**config.mk**
```make
export PLATFORM = sky130hd
export DESIGN_NAME = window_scan_ctrl
export DESIGN_NICKNAME = d
export VERILOG_FILES = /design/src/rtl/window_scan_pkg.sv /design/src/rtl/credit_counter.sv /design/src/rtl/window_scan_ctrl.sv
export SDC_FILE = /design/constraint.sdc
export NUM_CORES = 1
export LEC_CHECK = 0
export ABC_AREA = 1
export BUFFER_PORTS_ARGS = -buffer_cell sky130_fd_sc_hd__buf_2
export CAP_MARGIN = 5
export CORE_UTILIZATION = 25
export DETAILED_ROUTE_END_ITERATION = 6
export HOLD_SLACK_MARGIN = 0.12
export SYNTH_ARGS = -nofsm -noshare
export SYNTH_HDL_FRONTEND = slang
export SYNTH_SLANG_ARGS = --single-unit
```
**constraint.sdc**
```tcl
create_clock -name clk -period 2 [get_ports clk]
set_input_delay 0.3 -clock clk [delete_from_list [all_inputs] [get_ports clk]]
set_output_delay 0.3 -clock clk [all_outputs]
set_load 0.05 [all_outputs]
```
**src/rtl/window_scan_pkg.sv**
```systemverilog
// Shared types and helpers for the window-origin scan sequencer.
//   scan_state_t : sequencer states (IDLE, SCAN, DRAIN, DONE)
//   num_pos()    : number of window origins along one image dimension
//   last_pos()   : coordinate of the last window origin along one dimension
package window_scan_pkg;

  typedef enum logic [1:0] {
    IDLE  = 2'd0,
    SCAN  = 2'd1,
    DRAIN = 2'd2,
    DONE  = 2'd3
  } scan_state_t;

  // Origins that fit entirely inside a dimension at the given stride.
  function automatic int unsigned num_pos(input int unsigned dim,
                                          input int unsigned win,
                                          input int unsigned step);
    return (dim - win) / step + 1;
  endfunction

  // Coordinate of the final origin along a dimension.
  function automatic int unsigned last_pos(input int unsigned dim,
                                           input int unsigned win,
                                           input int unsigned step);
    return (num_pos(dim, win, step) - 1) * step;
  endfunction

endpackage

```
**src/rtl/credit_counter.sv**
```systemverilog
// Saturating-free up/down credit counter tracking in-flight transactions.
// Ports:
//   clk, rst (async active-low)
//   clr   : synchronous clear to zero (has priority)
//   inc   : add one credit in use
//   dec   : release one credit; inc & dec together hold the count
//   count : current number of credits in use
//   full  : count == MAX
//   empty : count == 0
module credit_counter #(
  parameter int unsigned MAX = 4,
  localparam int unsigned W  = $clog2(MAX + 1)
) (
  input  logic         clk,
  input  logic         rst,
  input  logic         clr,
  input  logic         inc,
  input  logic         dec,
  output logic [W-1:0] count,
  output logic         full,
  output logic         empty
);

  logic [W-1:0] count_q;

  // Count register; simultaneous inc and dec cancel.
  always_ff @(posedge clk or negedge rst) begin
    if (!rst) begin
      count_q <= '0;
    end else if (clr) begin
      count_q <= '0;
    end else if (inc && !dec) begin
      count_q <= count_q + W'(1);
    end else if (dec && !inc) begin
      count_q <= count_q - W'(1);
    end
  end

  assign count = count_q;
  assign full  = (count_q == W'(MAX));
  assign empty = (count_q == '0);

endmodule

```
**src/rtl/window_scan_ctrl.sv**
```systemverilog
// Raster-scans every legal window origin of one frame and issues it on a
// ready/valid stream, bounding in-flight windows and counting detections.
// Ports:
//   clk, rst (async active-low)
//   start                      : begin a frame (honoured only when idle)
//   busy, done                 : frame in progress / one-cycle completion pulse
//   window_pos_valid/ready     : origin stream handshake
//   window_pos_x, window_pos_y : current origin
//   result_valid/ready, result : classifier result stream (1 = face)
//   det_count                  : positive results in the current/last frame
module window_scan_ctrl
  import window_scan_pkg::*;
#(
  parameter int unsigned IMG_WIDTH       = 45,
  parameter int unsigned IMG_HEIGHT      = 45,
  parameter int unsigned WIN_SIZE        = 24,
  parameter int unsigned STEP            = 1,
  parameter int unsigned MAX_OUTSTANDING = 4,
  localparam int unsigned W_X   = $clog2(IMG_WIDTH),
  localparam int unsigned W_Y   = $clog2(IMG_HEIGHT),
  localparam int unsigned NX    = num_pos(IMG_WIDTH, WIN_SIZE, STEP),
  localparam int unsigned NY    = num_pos(IMG_HEIGHT, WIN_SIZE, STEP),
  localparam int unsigned W_CNT = $clog2(NX * NY + 1)
) (
  input  logic             clk,
  input  logic             rst,
  input  logic             start,
  output logic             busy,
  output logic             done,
  output logic             window_pos_valid,
  input  logic             window_pos_ready,
  output logic [W_X-1:0]   window_pos_x,
  output logic [W_Y-1:0]   window_pos_y,
  input  logic             result_valid,
  output logic             result_ready,
  input  logic             result,
  output logic [W_CNT-1:0] det_count
);

  localparam int unsigned W_OUT  = $clog2(MAX_OUTSTANDING + 1);
  localparam int unsigned LAST_X = last_pos(IMG_WIDTH, WIN_SIZE, STEP);
  localparam int unsigned LAST_Y = last_pos(IMG_HEIGHT, WIN_SIZE, STEP);

  scan_state_t      state_q, state_d;
  logic [W_X-1:0]   x_q;
  logic [W_Y-1:0]   y_q;
  logic [W_CNT-1:0] det_q;
  logic [W_OUT-1:0] out_count;
  logic             out_full;
  logic             out_empty;
  logic             frame_clr_c;
  logic             pos_hs_c;
  logic             res_hs_c;
  logic             last_x_c;
  logic             last_origin_c;

  // Outputs decoded from registered state and counter only.
  assign busy             = (state_q != IDLE);
  assign done             = (state_q == DONE);
  assign window_pos_valid = (state_q == SCAN) && !out_full;
  assign result_ready     = ((state_q == SCAN) || (state_q == DRAIN)) && !out_empty;
  assign window_pos_x     = x_q;
  assign window_pos_y     = y_q;
  assign det_count        = det_q;

  assign pos_hs_c      = window_pos_valid && window_pos_ready;
  assign res_hs_c      = result_ready && result_valid;
  assign last_x_c      = (x_q == W_X'(LAST_X));
  assign last_origin_c = last_x_c && (y_q == W_Y'(LAST_Y));

  // In-flight window accounting.
  credit_counter #(
    .MAX (MAX_OUTSTANDING)
  ) u_outstanding (
    .clk   (clk),
    .rst   (rst),
    .clr   (frame_clr_c),
    .inc   (pos_hs_c),
    .dec   (res_hs_c),
    .count (out_count),
    .full  (out_full),
    .empty (out_empty)
  );

  // State register.
  always_ff @(posedge clk or negedge rst) begin
    if (!rst) begin
      state_q <= IDLE;
    end else begin
      state_q <= state_d;
    end
  end

  // Next-state logic.
  always_comb begin
    state_d     = state_q;
    frame_clr_c = 1'b0;
    case (state_q)
      IDLE: begin
        if (start) begin
          state_d     = SCAN;
          frame_clr_c = 1'b1;
        end
      end
      SCAN: begin
        if (pos_hs_c && last_origin_c) begin
          state_d = DRAIN;
        end
      end
      DRAIN: begin
        // Leave as soon as the counter is (or is about to become) zero.
        if (out_empty || ((out_count == W_OUT'(1)) && res_hs_c)) begin
          state_d = DONE;
        end
      end
      DONE: begin
        state_d = IDLE;
      end
      default: begin
        state_d = IDLE;
      end
    endcase
  end

  // Origin raster and detection counter.
  always_ff @(posedge clk or negedge rst) begin
    if (!rst) begin
      x_q   <= '0;
      y_q   <= '0;
      det_q <= '0;
    end else if (frame_clr_c) begin
      x_q   <= '0;
      y_q   <= '0;
      det_q <= '0;
    end else begin
      if (pos_hs_c) begin
        if (last_x_c) begin
          x_q <= '0;
          y_q <= y_q + W_Y'(STEP);
        end else begin
          x_q <= x_q + W_X'(STEP);
        end
      end
      if (res_hs_c && result) begin
        det_q <= det_q + W_CNT'(1);
      end
    end
  end

endmodule

```
### Word-level counts from Yosys, hierarchy flattened

Index checks and enable logic that the tools add are counted.

| storage, ports and cells | value |
|---|---|
| flip-flop bits (word level) | 26 |
| bits of input ports | 6 |
| output and inout port bits | 25 |
| word-level logic and storage cells | 62 |

| operators by class | value |
|---|---|
| add/sub/neg operators | 5 |
| equal/unequal tests | 10 |
| multiplexer cells | 17 |
| reductions and logical operators | 25 |

Operator list:

| kind | count |
|---|---|
| 6-bit two-way mux | 6 |
| 9-bit two-way mux | 2 |
| 6-bit by 1-bit adder with 6-bit output (second input constant) | 2 |
| 6-bit by 5-bit equality test with 1-bit output (second input constant) | 2 |
| 1-bit logical AND | 10 |
| 9-bit by 1-bit adder with 9-bit output (second input constant) | 1 |
| 3-bit two-way mux | 3 |
| 2-bit case mux with 4 select lines | 1 |
| 2-bit nonzero test | 4 |
| 2-bit two-way mux | 3 |
| 2-bit equality test (second input constant) | 2 |
| 1-bit zero test | 4 |
| 2-bit by 1-bit inequality test with 1-bit output (second input constant) | 2 |
| 3-bit by 1-bit adder with 3-bit output (second input constant) | 1 |
| 3-bit by 1-bit equality test with 1-bit output (second input constant) | 1 |
| 3-bit equality test (second input constant) | 1 |
| 3-bit zero test | 1 |
| 3-bit AND reduction | 1 |
| 3-bit nonzero test | 1 |
| 3-bit by 1-bit subtractor with 3-bit output (second input constant) | 1 |
| 2-bit by 1-bit equality test with 1-bit output (second input constant) | 1 |
| 2-bit zero test | 1 |
| 1-bit logical OR | 2 |
| 1-bit two-way mux | 2 |
| other kinds (2) | 2 |

### Depth between registers and ports, before layout

| logic depth | value |
|---|---|
| depth in word-level cells | 9 |
| depth in mapped cells | 10 |
| mapped depth without buffers | 10 |

### Hierarchy

A second synthesis with hierarchy kept.

| unflattened totals | value |
|---|---|
| cells, all modules | 226 |
| area, all modules | 1,709.1 sq um |

Modules (own cells, without submodules):

| module | instances | cells each | area an instance (sq um) | seq. area each (sq um) |
|---|---|---|---|---|
| window_scan_ctrl | 1 | 195 | 1,482.7 | 575.6 |
| credit_counter | 1 | 31 | 226.5 | 75.1 |

### Worst setup path after synthesis

Ideal clock, no wire load.

| path | value |
|---|---|
| path type | flip-flop to flip-flop |
| start point | reg state_q[0] |
| end point | reg u_outstanding.count_q[2] (netlist: u_outstanding.count[2]) |
| library setup time | 0.121 ns |
| data arrival time | 1.771 ns |
| required time | 1.879 ns |
| path slack | 0.108 ns |
| cell stages (with the launch flop) | 10 |
| path buffers | 0 |
| period minus slack after synthesis | 1.892 ns |
| cell sequence | dfrtp_1 -> inv_1 -> ha_1 -> inv_1 -> nor2_2 -> nand3_1 -> nand3_2 -> inv_2 -> nand2_1 -> o21ai_1 |

| on the way | value |
|---|---|
| longest elaborated chain between the ends | 8 |
| elaborated cells between the ends (all ways) | 16 |
| classes of those cells | eq/ne (2); mux (3); reduce/logical (11) |

Ends and longest elaborated chain:

| item | RTL line | RTL |
|---|---|---|
| start: declaration | window_scan_ctrl.sv:44 | `scan_state_t state_q, state_d;` |
| start signal: assignment | window_scan_ctrl.sv:90 | `state_q <= state_d;` |
| 2-bit by 1-bit equality test with 1-bit output or 2-bit equality test (tied branches) | window_scan_ctrl.sv:61 | `assign result_ready = ((state_q == SCAN) \|\| (state_q == DRAIN)) && !out_empty;` |
| 1-bit logical OR * | window_scan_ctrl.sv:61 |  |
| 1-bit logical AND * | window_scan_ctrl.sv:61 |  |
| via result_ready | window_scan_ctrl.sv:35 | `output logic result_ready,` |
| 1-bit logical AND * | window_scan_ctrl.sv:67 | `assign res_hs_c = result_ready && result_valid;` |
| 1-bit zero test | credit_counter.sv:32 | `end else if (inc && !dec) begin` |
| 1-bit logical AND | credit_counter.sv:32 |  |
| 3-bit two-way mux | credit_counter.sv:32 |  |
| 3-bit two-way mux | credit_counter.sv:30 | `end else if (clr) begin` |
| end signal: assignment | credit_counter.sv:33 | `count_q <= count_q + W'(1);` |
| end signal: assignment | credit_counter.sv:35 | `count_q <= count_q - W'(1);` |
| end: declaration | credit_counter.sv:24 | `logic [W-1:0] count_q;` |

The timed path passes the listed nets; every way through them passes the cells marked *.
A chain may end at the register's enable or synchronous reset.

### Final worst setup path

| path | value |
|---|---|
| start point | reg state_q[0] |
| end point | out result_ready |

| on the way | value |
|---|---|
| longest elaborated chain between the ends | 3 |
| elaborated cells between the ends (all ways) | 4 |
| classes of those cells | eq/ne (2); reduce/logical (2) |

Ends and longest elaborated chain:

| item | RTL line |
|---|---|
| 2-bit by 1-bit equality test with 1-bit output or 2-bit equality test (tied branches) | window_scan_ctrl.sv:61 |
| 1-bit logical OR * | window_scan_ctrl.sv:61 |
| 1-bit logical AND * | window_scan_ctrl.sv:61 |
| end: declaration | window_scan_ctrl.sv:35 |

Every way passes the cells marked *; elsewhere a longest branch is shown, timed or not.

==> results.json <==
{
  "status": "finished, final reports clean",
  "finalCritPeriodShare": 0.943,
  "fmax_ghz": 0.530,
  "drive_gt1_frac": 0.228,
  "finalHoldViolCount": 0,
  "min_period_ns": 1.89,
  "cts_buffers": 3,
  "synth.most_common_cell": "nand2_1",
  "cpMostUsedCell": "inv_1",
  "p_leak_uw": 0.00107,
  "antenna_found_initial": 0,
  "finalClockSkew_ns": 0.00367,
  "vias": 1502,
  "ys_warn_count": 0,
  "hold_ws_ns": 0.428,
  "power_uw": 3000,
  "rsz0062_at_grt": "false",
  "synth-main-ff-cell": "dfrtp_1",
  "initial_utilization": 0.258,
  "synth_top_cell_by_area": "dfrtp_1",
  "critPathCaptureType": "output port",
  "top_usage_layer": "met2",
  "crit_required_ns": 1.70,
  "setup_viol_count_final": 0,
  "nNetsFinal": 280,
  "worstPathMaxFanout": 4,
  "slowest_delay_ns": 0.41,
  "finalWirelength_um": 3660,
  "drtIter0Drc": 35,
  "die-height_um": 85.7,
  "cts_tree": "built",
  "hold_path.startpoint": "start",
  "drc": 0,
  "r2r_start": "state_q[0]$_DFFE_PN0P_",
  "synth.area.top_cells": "dfrtp_1 (37%), nand2_1 (11%), ha_1 (10%)",
  "maxCapViolCount": 0,
  "synth_cell_types": 29,
  "gp_congestion": 0.785,
  "cts.path.max_buffers": 2,
  "synth_area_um2": 1750,
  "path_buf_inv": 3,
  "startpoint_type": "flip-flop",
  "syn_nets": 246,
  "hp-class": "primary input to flip-flop",
  "path_cells": "inv_1 > ha_1 > inv_1 > nor2_2 > clkbuf_4",
  "clkTransAtPathRegs_ns": 0.09,
  "tightest_slew_ns": 0.620,
  "vdd_drop_max_mv": 0.358,
  "grt.overflow.total": 0,
  "critPathTopFamily": "buffers and inverters",
  "power_density_nw_per_um2": 1450,
  "ios": 31,
  "cts_sinks": 26,
  "ant_nets": 0,
  "firstDrtPassIters": 4,
  "max_slew_margin": 0.587,
  "clock_latency_ns": 0.27,
  "grt_util_met1": 0.131,
  "routedWlPerCell_um": 10.3,
  "synth_common_cells": "nand2_1 (50), inv_1 (29), dfrtp_1 (26)",
  "crit_type": "flip-flop to output port",
  "ctsRootBufferMaster": "clkbuf_8",
  "grt.total_usage": 0.106,
  "core_um2": 6790,
  "r2r_cells": 9,
  "die_w_um": 85.7,
  "synth_top_area_frac": 0.371,
  "critPathLaunch": "state_q[0]$_DFFE_PN0P_",
  "grt_max_degree": 27,
  "htreeDepth": 1,
  "min_path_cells": 4,
  "portBuffers": 30,
  "synth_cells": 226,
  "post_cts_buffers": 0,
  "syn_avg_cell_area_um2": 7.75,
  "n_antenna_cell": 0,
  "grt_pass1_vias": 1431,
  "ys_ff_latch": 26,
  "slowest_stage": "dfrtp_1",
  "syn_to_final_growth_pct": 18.1,
  "critical_path_depth": 5,
  "rows": 30,
  "grt_use_met2": 0.189,
  "slew_violations": 0,
  "seq_area_frac_synth": 0.371,
  "async_flop_share": 1.00,
  "met3_usage": 0.0202,
  "grt_pass1_wl_um": 6280,
  "dpl.hpwl_um": 2790,
  "die-area_um2": 7350,
  "setup_tns_ns": 0,
  "synth_edf_count": 0,
  "arrival_ns": 1.59,
  "avgViaCountPerCell": 4.23
}
[repair_timing]
item,4_1_cts,5_1_grt
hold buffers,1,0
hold endpoints to repair,26,0
endpoints found under the setup margin,0,1
resized for setup,0,1
[final cells by class]
class	count	area, µm²
fillers	725	4720
clock buffers	4	55.1
inverters	36	138
flip-flops and latches	26	651
repair buffers	32	170
well taps	96	120
multi-input cells	161	936
[worst reg2reg max path: cells and delay by family (launching register included)]
kind                       cells  cell delay (ns)
adders and majority gates      1             0.38
DFF                            1             0.41
buffers and inverters          2             0.18
and+or+nand+nor                6             0.61
[final timing paths]
path / slack (ns) / to
setup / recovery: 0.11 / result_ready
hold / removal: 0.43 / window_pos_x[3]$_DFFE_PN0P_
setup reg to reg: 0.31 / det_count[3]$_DFFE_PN0P_
hold reg to reg: 0.54 / det_count[8]$_DFFE_PN0P_
max in group asynchronous: 1.02 / window_pos_y[0]$_DFFE_PN0P_
min in group asynchronous: 0.57 / window_pos_x[4]$_DFFE_PN0P_
[cell usage in the layout, fill, tap and decap left out, types with 2 or more instances in the layout]
master | synthesis | routed
nand2_2 | 3 | 3
buf_2 | 1 | 29
ha_1 | 14 | 14
xor2_1 | 4 | 4
xnor2_1 | 3 | 3
a21oi_1 | 5 | 5
nand4_1 | 7 | 7
o21ai_1 | 11 | 11
nand2_4 | 2 | 2
clkbuf_8 | 0 | 4
inv_2 | 6 | 6
inv_1 | 29 | 29
nor2_1 | 22 | 22
nor2_2 | 4 | 4
nor3_1 | 2 | 2
o21ai_0 | 5 | 5
nand3_1 | 19 | 19
nand2_1 | 50 | 50
dfrtp_1 | 26 | 26
nand3_4 | 2 | 2
[power by group]
group / leakage (µW) / internal, µW / switching (µW) / total (µW)
Combinational: 0.000692 / 530 / 1270 / 1800
Sequential: 0.000346 / 670 / 184 / 854
Clock: 0.0000288 / 176 / 170 / 346
Total: 0.00107 / 1380 / 1620 / 3000
[logic make-up (layout without fill, tap and decap cells)]
group / count (synthesis) / in the layout / share of synthesized area
xor+xnor: 7 / 7 / 0.0350
fa+ha+maj: 14 / 14 / 0.100
flops: 26 / 26 / 0.371
simple gates: 114 / 114 / 0.313
compound gates: 26 / 26 / 0.0864
buf+inv: 39 / 72 / 0.0943
[sequential cells by signal, summed over array words and instances (netlist names)]
name / count
u_outstanding.count: 3
det_count: 9
window_pos_y: 6
window_pos_x: 6
state_q: 2
[stage by stage]
step                      setup slack (ns)   util  instances  instance area, µm²
final                                0.114  0.305        355                2070
after global routing                0.0215  0.305        355                2070
after CTS                           0.0750  0.304        355                2070
after detailed placement             0.324  0.295        350                2000
after global placement               0.376  0.295        350                2000
after floorplan                      0.108      -        226                1750
[metal layers]
metal | part of all wire | vias to the layer above
li1 | - | 783
met1 | 0.50 | 698
met2 | 0.47 | 17
met3 | 0.020 | 4
met4 | 0.011 | 0
met5 | 0 | -
(Power assumes the default switching activity.)
